File: src/rtl/usb_uart_pkg.sv
`default_nettype none
// ============================================================================
//  Module      : usb_uart_pkg
//  Description : Shared types and helpers for the USB-UART transmit FIFO:
//                output FSM state encoding and pointer-width derivation.
//  Revision    : 1.0 - initial release
// ============================================================================
package usb_uart_pkg;

  // Output stage: IDLE has nothing offered, PRESENT holds uart_we high.
  typedef enum logic [0:0] {
    ST_IDLE    = 1'b0,
    ST_PRESENT = 1'b1
  } tx_state_e;

  localparam int unsigned C_MIN_DEPTH = 4;
  localparam int unsigned C_MAX_DEPTH = 256;

  // One extra pointer bit beyond the address distinguishes full from empty.
  function automatic int unsigned ptr_width(input int unsigned depth);
    return $clog2(depth) + 1;
  endfunction

endpackage
`default_nettype wire

File: src/rtl/fifo_ram.sv
`default_nettype none
// ============================================================================
//  Module      : fifo_ram
//  Description : DEPTH x 8 storage, one write port and one registered read
//                port, shaped to map onto iCE40 block RAM.
//  Revision    : 1.0 - initial release
// ============================================================================
module fifo_ram #(
  parameter int DEPTH  = 16,
  parameter int ADDR_W = $clog2(DEPTH)
) (
  input  logic              clk,
  input  logic              rst,
  input  logic              i_we,
  input  logic [ADDR_W-1:0] i_waddr,
  input  logic [7:0]        i_wdata,
  input  logic              i_re,
  input  logic [ADDR_W-1:0] i_raddr,
  output logic [7:0]        o_rdata
);

  // The array itself carries no reset so it stays a pure RAM macro.
  logic [7:0] mem [DEPTH];
  logic [7:0] rdata_q;

  // Write port.
  always_ff @(posedge clk) begin
    if (i_we) begin
      mem[i_waddr] <= i_wdata;
    end
  end

  // Registered read port; holds its value between reads, cleared on reset
  // so the downstream byte lane starts at zero.
  always_ff @(posedge clk) begin
    if (rst) begin
      rdata_q <= 8'h00;
    end else if (i_re) begin
      rdata_q <= mem[i_raddr];
    end
  end

  assign o_rdata = rdata_q;

endmodule
`default_nettype wire

File: src/rtl/usb_uart_tx_fifo.sv
`default_nettype none
// ============================================================================
//  Module      : usb_uart_tx_fifo
//  Description : Byte FIFO feeding a usb_uart transmitter. Producer pushes
//                with in_valid/in_ready; the head byte is presented on
//                uart_di with uart_we held until the UART drops uart_wait.
//  Revision    : 1.0 - initial release
// ============================================================================
module usb_uart_tx_fifo
  import usb_uart_pkg::*;
#(
  parameter  int DEPTH = 16,
  localparam int PTR_W = ptr_width(DEPTH)
) (
  input  logic             clk_48mhz,
  input  logic             reset,
  input  logic             in_valid,
  input  logic [7:0]       in_data,
  output logic             in_ready,
  output logic             uart_we,
  output logic [7:0]       uart_di,
  input  logic             uart_wait,
  output logic [PTR_W-1:0] count,
  output logic             overflow
);

  localparam int ADDR_W = PTR_W - 1;

  if ((DEPTH < C_MIN_DEPTH) || (DEPTH > C_MAX_DEPTH) ||
      ((DEPTH & (DEPTH - 1)) != 0)) begin : g_bad_depth
    $error("usb_uart_tx_fifo: DEPTH must be a power of two in 4..256");
  end

  logic [PTR_W-1:0] wr_ptr_q, wr_ptr_d;
  logic [PTR_W-1:0] rd_ptr_q, rd_ptr_d;
  tx_state_e        state_q, state_d;
  logic             load_q, load_d;
  logic             overflow_q, overflow_d;

  logic w_full;
  logic w_empty;
  logic w_push;
  logic w_pop;

  // Same address with differing wrap bits means every slot is occupied.
  assign w_full  = (wr_ptr_q[PTR_W-1] != rd_ptr_q[PTR_W-1]) &&
                   (wr_ptr_q[ADDR_W-1:0] == rd_ptr_q[ADDR_W-1:0]);
  assign w_empty = (wr_ptr_q == rd_ptr_q);
  // Full refuses the push regardless of a pop in the same cycle.
  assign w_push  = in_valid && !w_full;

  assign in_ready = !w_full;
  assign count    = wr_ptr_q - rd_ptr_q;
  assign uart_we  = (state_q == ST_PRESENT);
  assign overflow = overflow_q;

  // Output FSM: a pop from IDLE lands in the RAM read register on the next
  // edge (load_q), and uart_we rises one edge later together with that byte.
  // In PRESENT an accepted byte is immediately replaced by the next head.
  always_comb begin
    state_d = state_q;
    load_d  = 1'b0;
    w_pop   = 1'b0;
    case (state_q)
      ST_IDLE: begin
        if (load_q) begin
          state_d = ST_PRESENT;
        end else if (!w_empty) begin
          w_pop  = 1'b1;
          load_d = 1'b1;
        end
      end
      ST_PRESENT: begin
        if (!uart_wait) begin
          if (!w_empty) begin
            w_pop = 1'b1;
          end else begin
            state_d = ST_IDLE;
          end
        end
      end
      default: state_d = ST_IDLE;
    endcase
  end

  // Pointer advance and sticky overflow.
  always_comb begin
    wr_ptr_d   = wr_ptr_q + (w_push ? PTR_W'(1) : PTR_W'(0));
    rd_ptr_d   = rd_ptr_q + (w_pop  ? PTR_W'(1) : PTR_W'(0));
    overflow_d = overflow_q || (in_valid && w_full);
  end

  // State registers with synchronous reset.
  always_ff @(posedge clk_48mhz) begin
    if (reset) begin
      wr_ptr_q   <= '0;
      rd_ptr_q   <= '0;
      state_q    <= ST_IDLE;
      load_q     <= 1'b0;
      overflow_q <= 1'b0;
    end else begin
      wr_ptr_q   <= wr_ptr_d;
      rd_ptr_q   <= rd_ptr_d;
      state_q    <= state_d;
      load_q     <= load_d;
      overflow_q <= overflow_d;
    end
  end

  // uart_di is the RAM read register itself, so it changes only on a pop.
  fifo_ram #(
    .DEPTH  (DEPTH),
    .ADDR_W (ADDR_W)
  ) u_fifo_ram (
    .clk     (clk_48mhz),
    .rst     (reset),
    .i_we    (w_push),
    .i_waddr (wr_ptr_q[ADDR_W-1:0]),
    .i_wdata (in_data),
    .i_re    (w_pop),
    .i_raddr (rd_ptr_q[ADDR_W-1:0]),
    .o_rdata (uart_di)
  );

endmodule
`default_nettype wire

File: config.mk
export PLATFORM = sky130hd
export DESIGN_NAME = usb_uart_tx_fifo
export DESIGN_NICKNAME = d
export VERILOG_FILES = /design/src/rtl/usb_uart_pkg.sv /design/src/rtl/fifo_ram.sv /design/src/rtl/usb_uart_tx_fifo.sv
export SDC_FILE = /design/constraint.sdc
export NUM_CORES = 1
export LEC_CHECK = 0
export BUFFER_PORTS_ARGS = -buffer_cell sky130_fd_sc_hd__buf_2
export CAP_MARGIN = 20
export CORE_MARGIN = 2
export CORE_UTILIZATION = 47
export DETAILED_ROUTE_END_ITERATION = 10
export HOLD_SLACK_MARGIN = 0.06
export SLEW_MARGIN = 20
export SYNTH_ARGS = -nofsm -noshare
export SYNTH_HDL_FRONTEND = slang
export SYNTH_SLANG_ARGS = --single-unit
File: constraint.sdc
create_clock -name clk_48mhz -period 3.61 [get_ports clk_48mhz]
set_input_delay 0.361 -clock clk_48mhz [delete_from_list [all_inputs] [get_ports clk_48mhz]]
set_output_delay 0.361 -clock clk_48mhz [all_outputs]
set_load 0.005 [all_outputs]
# Word-level counts from Yosys, hierarchy flattened
# Memories as Yosys holds them, arrays and structs flattened. A register that Yosys moved wholly into a read port is not among the register bits.
# Cells that the tools add are included.
# classes
addsub	3
eq_ne	3
muxes	11
n_bitwise	1
n_reduce_logical	6
# op_table
operator	n
5-bit by 1-bit adder with 5-bit output	2
1-bit 2-to-1 mux	9
5-bit equality test	1
5-bit subtractor	1
4-bit equality test	1
1-bit one-hot mux with 2 select lines	2
1-bit logical AND	3
2-bit OR reduction	1
1-bit logical NOT	1
1-bit logical OR	1
1-bit != test	1
1-bit NOT	1
# totals
regBits	13
mem_bits_rw	128
input_bits	12
out_inout_bits	16
wordCells	30
memories	1
# mem_list
memory	depth	width	read_ports	rd_ports_with_merged_regs	wr	line	rtl
u_fifo_ram.mem	16	8	1	1	1	fifo_ram.sv:23	logic [7:0] mem [DEPTH];

# Logic depth before layout (Yosys ltp)
# depth
depth_word	6
depth_mapped	12
depth_no_buf	9

# Cells and area by module
# Synthesis repeated with hierarchy kept, for this count alone.
# hier_totals
cells_unflattened	388
area_unflattened_um2	6030.8
# by_module_without_submodules
module	n_inst	cells_each	area_each_um2	seq_area_each_um2
fifo_ram	1	316	5343.9	4003.8
usb_uart_tx_fifo	1	72	686.9	260.2

# Worst setup path before layout
# OpenSTA, ideal clock, no wires.
# synth_path
path_kind	register -> register
startpoint	reg rd_ptr_q[2]
endpoint	mem u_fifo_ram.mem[0][0] (enable)
setup_ns	0.383
arrival_time_ns	2.565
path_slack_ns	0.662
stages_incl_launch_ff	9
path_buffers	2
period_less_slack_ns	2.948
path_cell_list	dfxtp_1 > buf_2 > inv_1 > ha_1 > and4_1 > clkbuf_1 > a21boi_2 > or3b_1 > nor3_1
# synth_via
elab_chain_len	6
# synth_lines
item	line	rtl
start, declared	usb_uart_tx_fifo.sv:35	logic [PTR_W-1:0] rd_ptr_q, rd_ptr_d;
start signal, assigned	usb_uart_tx_fifo.sv:103	rd_ptr_q <= rd_ptr_d;
4-bit equality test	usb_uart_tx_fifo.sv:47	(wr_ptr_q[ADDR_W-1:0] == rd_ptr_q[ADDR_W-1:0]);
1-bit logical AND	usb_uart_tx_fifo.sv:46	assign w_full = (wr_ptr_q[PTR_W-1] != rd_ptr_q[PTR_W-1]) &&
1-bit logical NOT	usb_uart_tx_fifo.sv:50	assign w_push = in_valid && !w_full;
1-bit logical AND	usb_uart_tx_fifo.sv:50	
1-bit 2-to-1 mux	fifo_ram.sv:28	if (i_we) begin
1-bit 2-to-1 mux (not written as such)	fifo_ram.sv:29	mem[i_waddr] <= i_wdata;
end, declared	fifo_ram.sv:23	
# No other way between the ends.

# Worst setup path after layout
# layout_path
startpoint	reg rd_ptr_q[1]
endpoint	mem u_fifo_ram.mem[9][1] (enable)
# The elaborated chain is that of the path after synthesis.

==> results.md <==
- Result of the run: complete, no violations
- Clock latency at the later pin of the worst-skew pair: ~0.42 ns
- Synthesis warning total: 0
- Maximum resistive drop on vdd: around 0.28 mV
- GR Layer Usage met3: approximately 4.4%
- Post-synthesis sequential element count: approximately 150
- Met1 Resource Use GR: 27.3%
- Number of routed nets with antenna violations: 0
- Yosys cell types: 34
- Worst-case setup margin in the final layout: approximately 0.73 ns
- GR met2 Demand/Resource: between 20% and 30%
- Die Outline Area: ~14000 sq um
- Area of the core region: between 10000 and 15000 sq um
- Width of the die: about 120 um
- Routing layer with the top usage in global route: met2
- Ports: 28
- Hold path depth: 3
- Unrepaired setup endpoints after global routing: no
- Largest net degree at the start of global routing: 50
- Total setup buffers inserted after CTS: 0
- Num CTS Buffers: 17
- DP Area: 6340 sq um
- Area overhead of the layout relative to synthesis: 18.1%
- Worst r2r src: rd_ptr_q[1]$_SDFF_PP0_
- Sequential cell area: 4270 sq um
- Number of max-capacitance violations reported: 0
- Area of combinational cells with multiple inputs: between 1500 and 2000 sq um
- Ratio of cells with drive above 1 in the final layout: around a quarter
- Post-Synthesis Cell Area: slightly below 6000 sq um
- Power per Cell Area: around 680 nW/um^2
- Total number of vias: just over 3000
- Maximum number of buffers from clock root to sink: 2
- First-pass GRT wire length: approximately 18000 um
- GRT Total Usage: between 10% and 20%
- Max H-tree Level: 4
- Total length of routed wires: 12000 um
- Endpoint type of the worst setup path: flop
- Cells after synthesis: roughly 340
- Required time of the critical path: ~3.7 ns
- Net Count, Synth: about 370
- Max FO, Critical Path: 16
- Count of unresolved DRC violations after routing: 0
- Final number of setup-violating endpoints: 0
- Via-per-instance ratio: approximately 5.4
- Routability-driven placement congestion ratio: between 0.7 and 0.8
- End of the worst register-to-register path: u_fifo_ram.mem[9][1]$_DFFE_PP_
- DIE HEIGHT: about 120 um
- Final instance area: ~7000 sq um
- Number of antenna violations at the first check in global routing: 0
- Time the worst path needs with I/O delays and setup: about 2.9 ns
- CTS tree: done
- Nets@finish: a little over 400
- Dominant register cell in the synthesized netlist: sky130_fd_sc_hd__edfxtp_1
- Pre-CTS setup slack: roughly 0.72 ns
- Fillers: around 960
- Period utilization: 79.9%
- Clock-pin transition on the worst setup and hold timing paths: roughly 0.060 ns
- Clock Sinks: 149
- Syn avg cell area: 17.3 sq um
- Count of flip-flops with a built-in enable after synthesis: approximately 130
- Number of hold buffers added after CTS: 0
- Endpoint arrival time on the critical path: 2.93 ns
- Number of DRC markers in iteration 0: 230
- Final count of hold timing violations: 0
- Hold path endpoint: overflow$_SDFF_PP0_
- Cell chosen for the clock root: sky130_fd_sc_hd__clkbuf_16
- Total leakage power: between 2 and 2.5 nW
- Detail-routed net length per standard cell: about 21 um
- Setup TNS: 0 ns
- Final Util: between 50% and 60%
- Site row count: 41
- Measured slew at the worst slew-check pin: 0.872 ns
- Count of buffers from port buffering: 27
- Worst reg-to-reg setup slack: a little over 0.7 ns
- Initial standard-cell utilization of the core: a little under half
- TritonRoute pass-1 iters: 4
- R2r worst-path depth: 6
- Sequential area share after synthesis: approximately 72%
- Hold_sp: in_valid
- Gates resized, CTS repair: 0
- Post-synthesis async set-or-reset flop share: 0%
- CP startpoint kind: flop
- Maximum operating frequency: around 350 MHz
- Final total power: 4.75 mW
- Diode count: 0
- Final Slew Violations: 0
- Hold WC Path Type: primary input to flop
- Path type of the worst setup path: flop to flop
- Vias in the first global route: 3004
- Half-perimeter wire length of the detailed placement result: about 7500 um
- Sum of overflow across all layers after global routing: 0
- Final Skew: 0.00738 ns
- Worst slew margin relative to its limit: roughly two fifths
## cell usage after synthesis, types with 2 or more instances
master                     instances  area [sq um]
sky130_fd_sc_hd__o22ai_1          16           100
sky130_fd_sc_hd__nand3_1           6          30.0
sky130_fd_sc_hd__xnor2_1           7          61.3
sky130_fd_sc_hd__nand3b_1          4          30.0
sky130_fd_sc_hd__nor2_1           28           105
sky130_fd_sc_hd__mux4_1            4           105
sky130_fd_sc_hd__nor3_1            4          20.0
sky130_fd_sc_hd__mux2i_1          32           320
sky130_fd_sc_hd__inv_1             8          30.0
sky130_fd_sc_hd__buf_2             6          30.0
sky130_fd_sc_hd__nor2b_1           5          31.3
sky130_fd_sc_hd__mux4_2           12           270
sky130_fd_sc_hd__buf_4             3          22.5
sky130_fd_sc_hd__nand2_1           4          15.0
sky130_fd_sc_hd__dfxtp_1          21           420
sky130_fd_sc_hd__clkbuf_1          5          18.8
sky130_fd_sc_hd__a21oi_1           2          10.0
sky130_fd_sc_hd__ha_1              8           100
sky130_fd_sc_hd__xor2_1            4          35.0
sky130_fd_sc_hd__a211oi_1         16           120
sky130_fd_sc_hd__edfxtp_1        128          3840
sky130_fd_sc_hd__a21o_1            2          15.0
sky130_fd_sc_hd__mux2_2            8          90.1
## layout by cell type, fill, tap and decap left out, drive strengths merged, types with 5 or more instances in the layout
cell and count:
xnor2 7, nand3 6, o22ai 16, nor2b 5, bufinv 6, clkbuf 22, mux4 16, ha 8
buf 45, dfxtp 21, mux2 8, edfxtp 128, a211oi 16, inv 9, mux2i 32, nor2 28
## where the power goes
| group | internal (mW) | leakage [nW] | switching (mW) |
|---|---|---|---|
| sequential | 1.95 | 1.33 | 0.0539 |
| clock | 1.35 | 0.332 | 0.638 |
| combinational | 0.367 | 0.726 | 0.390 |
| total | 3.66 | 2.39 | 1.08 |
## metrics by stage
stage,cells,hold WS (ns)
2_1_floorplan,344,0.400
3_3_place_gp,546,0.418
3_5_place_dp,546,0.418
4_1_cts,578,0.192
5_1_grt,578,0.232
6_report,578,0.215
## registers in the layout, summed over array words and instances, names as in the netlist
register / cells
u_fifo_ram.mem: 128
u_fifo_ram.o_rdata: 8
rd_ptr_q: 5
wr_ptr_q: 5
load_q: 1
overflow: 1
uart_we: 1
## area by class of cell
type / count / area share (%)
Multi-Input combinational cell: 171 / 22.2
Clock buffer: 22 / 6.76
Sequential cell: 149 / 60.8
Timing Repair Buffer: 45 / 3.85
Tap cell: 172 / 3.07
Inverter: 9 / 0.482
Clock inverter: 10 / 2.84
## worst max-delay path by stage
stage	slack, ns	endpoint	start
after floorplan	0.66	u_fifo_ram.mem[0][0]$_DFFE_PP_	rd_ptr_q[2]$_SDFF_PP0_
after global routing	0.56	u_fifo_ram.mem[9][1]$_DFFE_PP_	rd_ptr_q[1]$_SDFF_PP0_
final	0.73	u_fifo_ram.mem[9][1]$_DFFE_PP_	rd_ptr_q[1]$_SDFF_PP0_
after CTS	0.71	u_fifo_ram.mem[9][1]$_DFFE_PP_	rd_ptr_q[1]$_SDFF_PP0_
after global placement	0.84	u_fifo_ram.mem[0][4]$_DFFE_PP_	rd_ptr_q[1]$_SDFF_PP0_
after detailed placement	0.72	u_fifo_ram.mem[9][2]$_DFFE_PP_	rd_ptr_q[1]$_SDFF_PP0_
## routing by layer
metal / wire (um) / share of wire, % / up-vias
li1: - / - / 1461
met1: 5580 / 46 / 1556
met2: 5610 / 47 / 82
met3: 572 / 4.8 / 17
met4: 274 / 2.3 / 0
met5: 0 / 0 / -
## kinds of logic (layout without fill, tap and decap cells)
| kind of cell | Yosys count | in the layout | share of synthesized area (%) |
|---|---|---|---|
| mux | 56 | 56 | 13.2 |
| flops | 149 | 149 | 71.8 |
| xor+xnor | 11 | 11 | 1.62 |
| simple gates | 54 | 54 | 4.34 |
| fa+ha+maj | 9 | 9 | 2.02 |
| buf+inv | 24 | 86 | 1.96 |
| compound gates | 41 | 41 | 4.97 |
## critical path, cell delays in order, from the launching register on
cell                       delay [ns]
sky130_fd_sc_hd__dfxtp_1         0.72
sky130_fd_sc_hd__inv_1           0.10
sky130_fd_sc_hd__ha_1            0.33
sky130_fd_sc_hd__and4_1          0.26
sky130_fd_sc_hd__a21boi_2        0.32
sky130_fd_sc_hd__nand3b_1        0.19
sky130_fd_sc_hd__nor2_1          0.59
No activity file was read; power rests on OpenSTA's default activity.
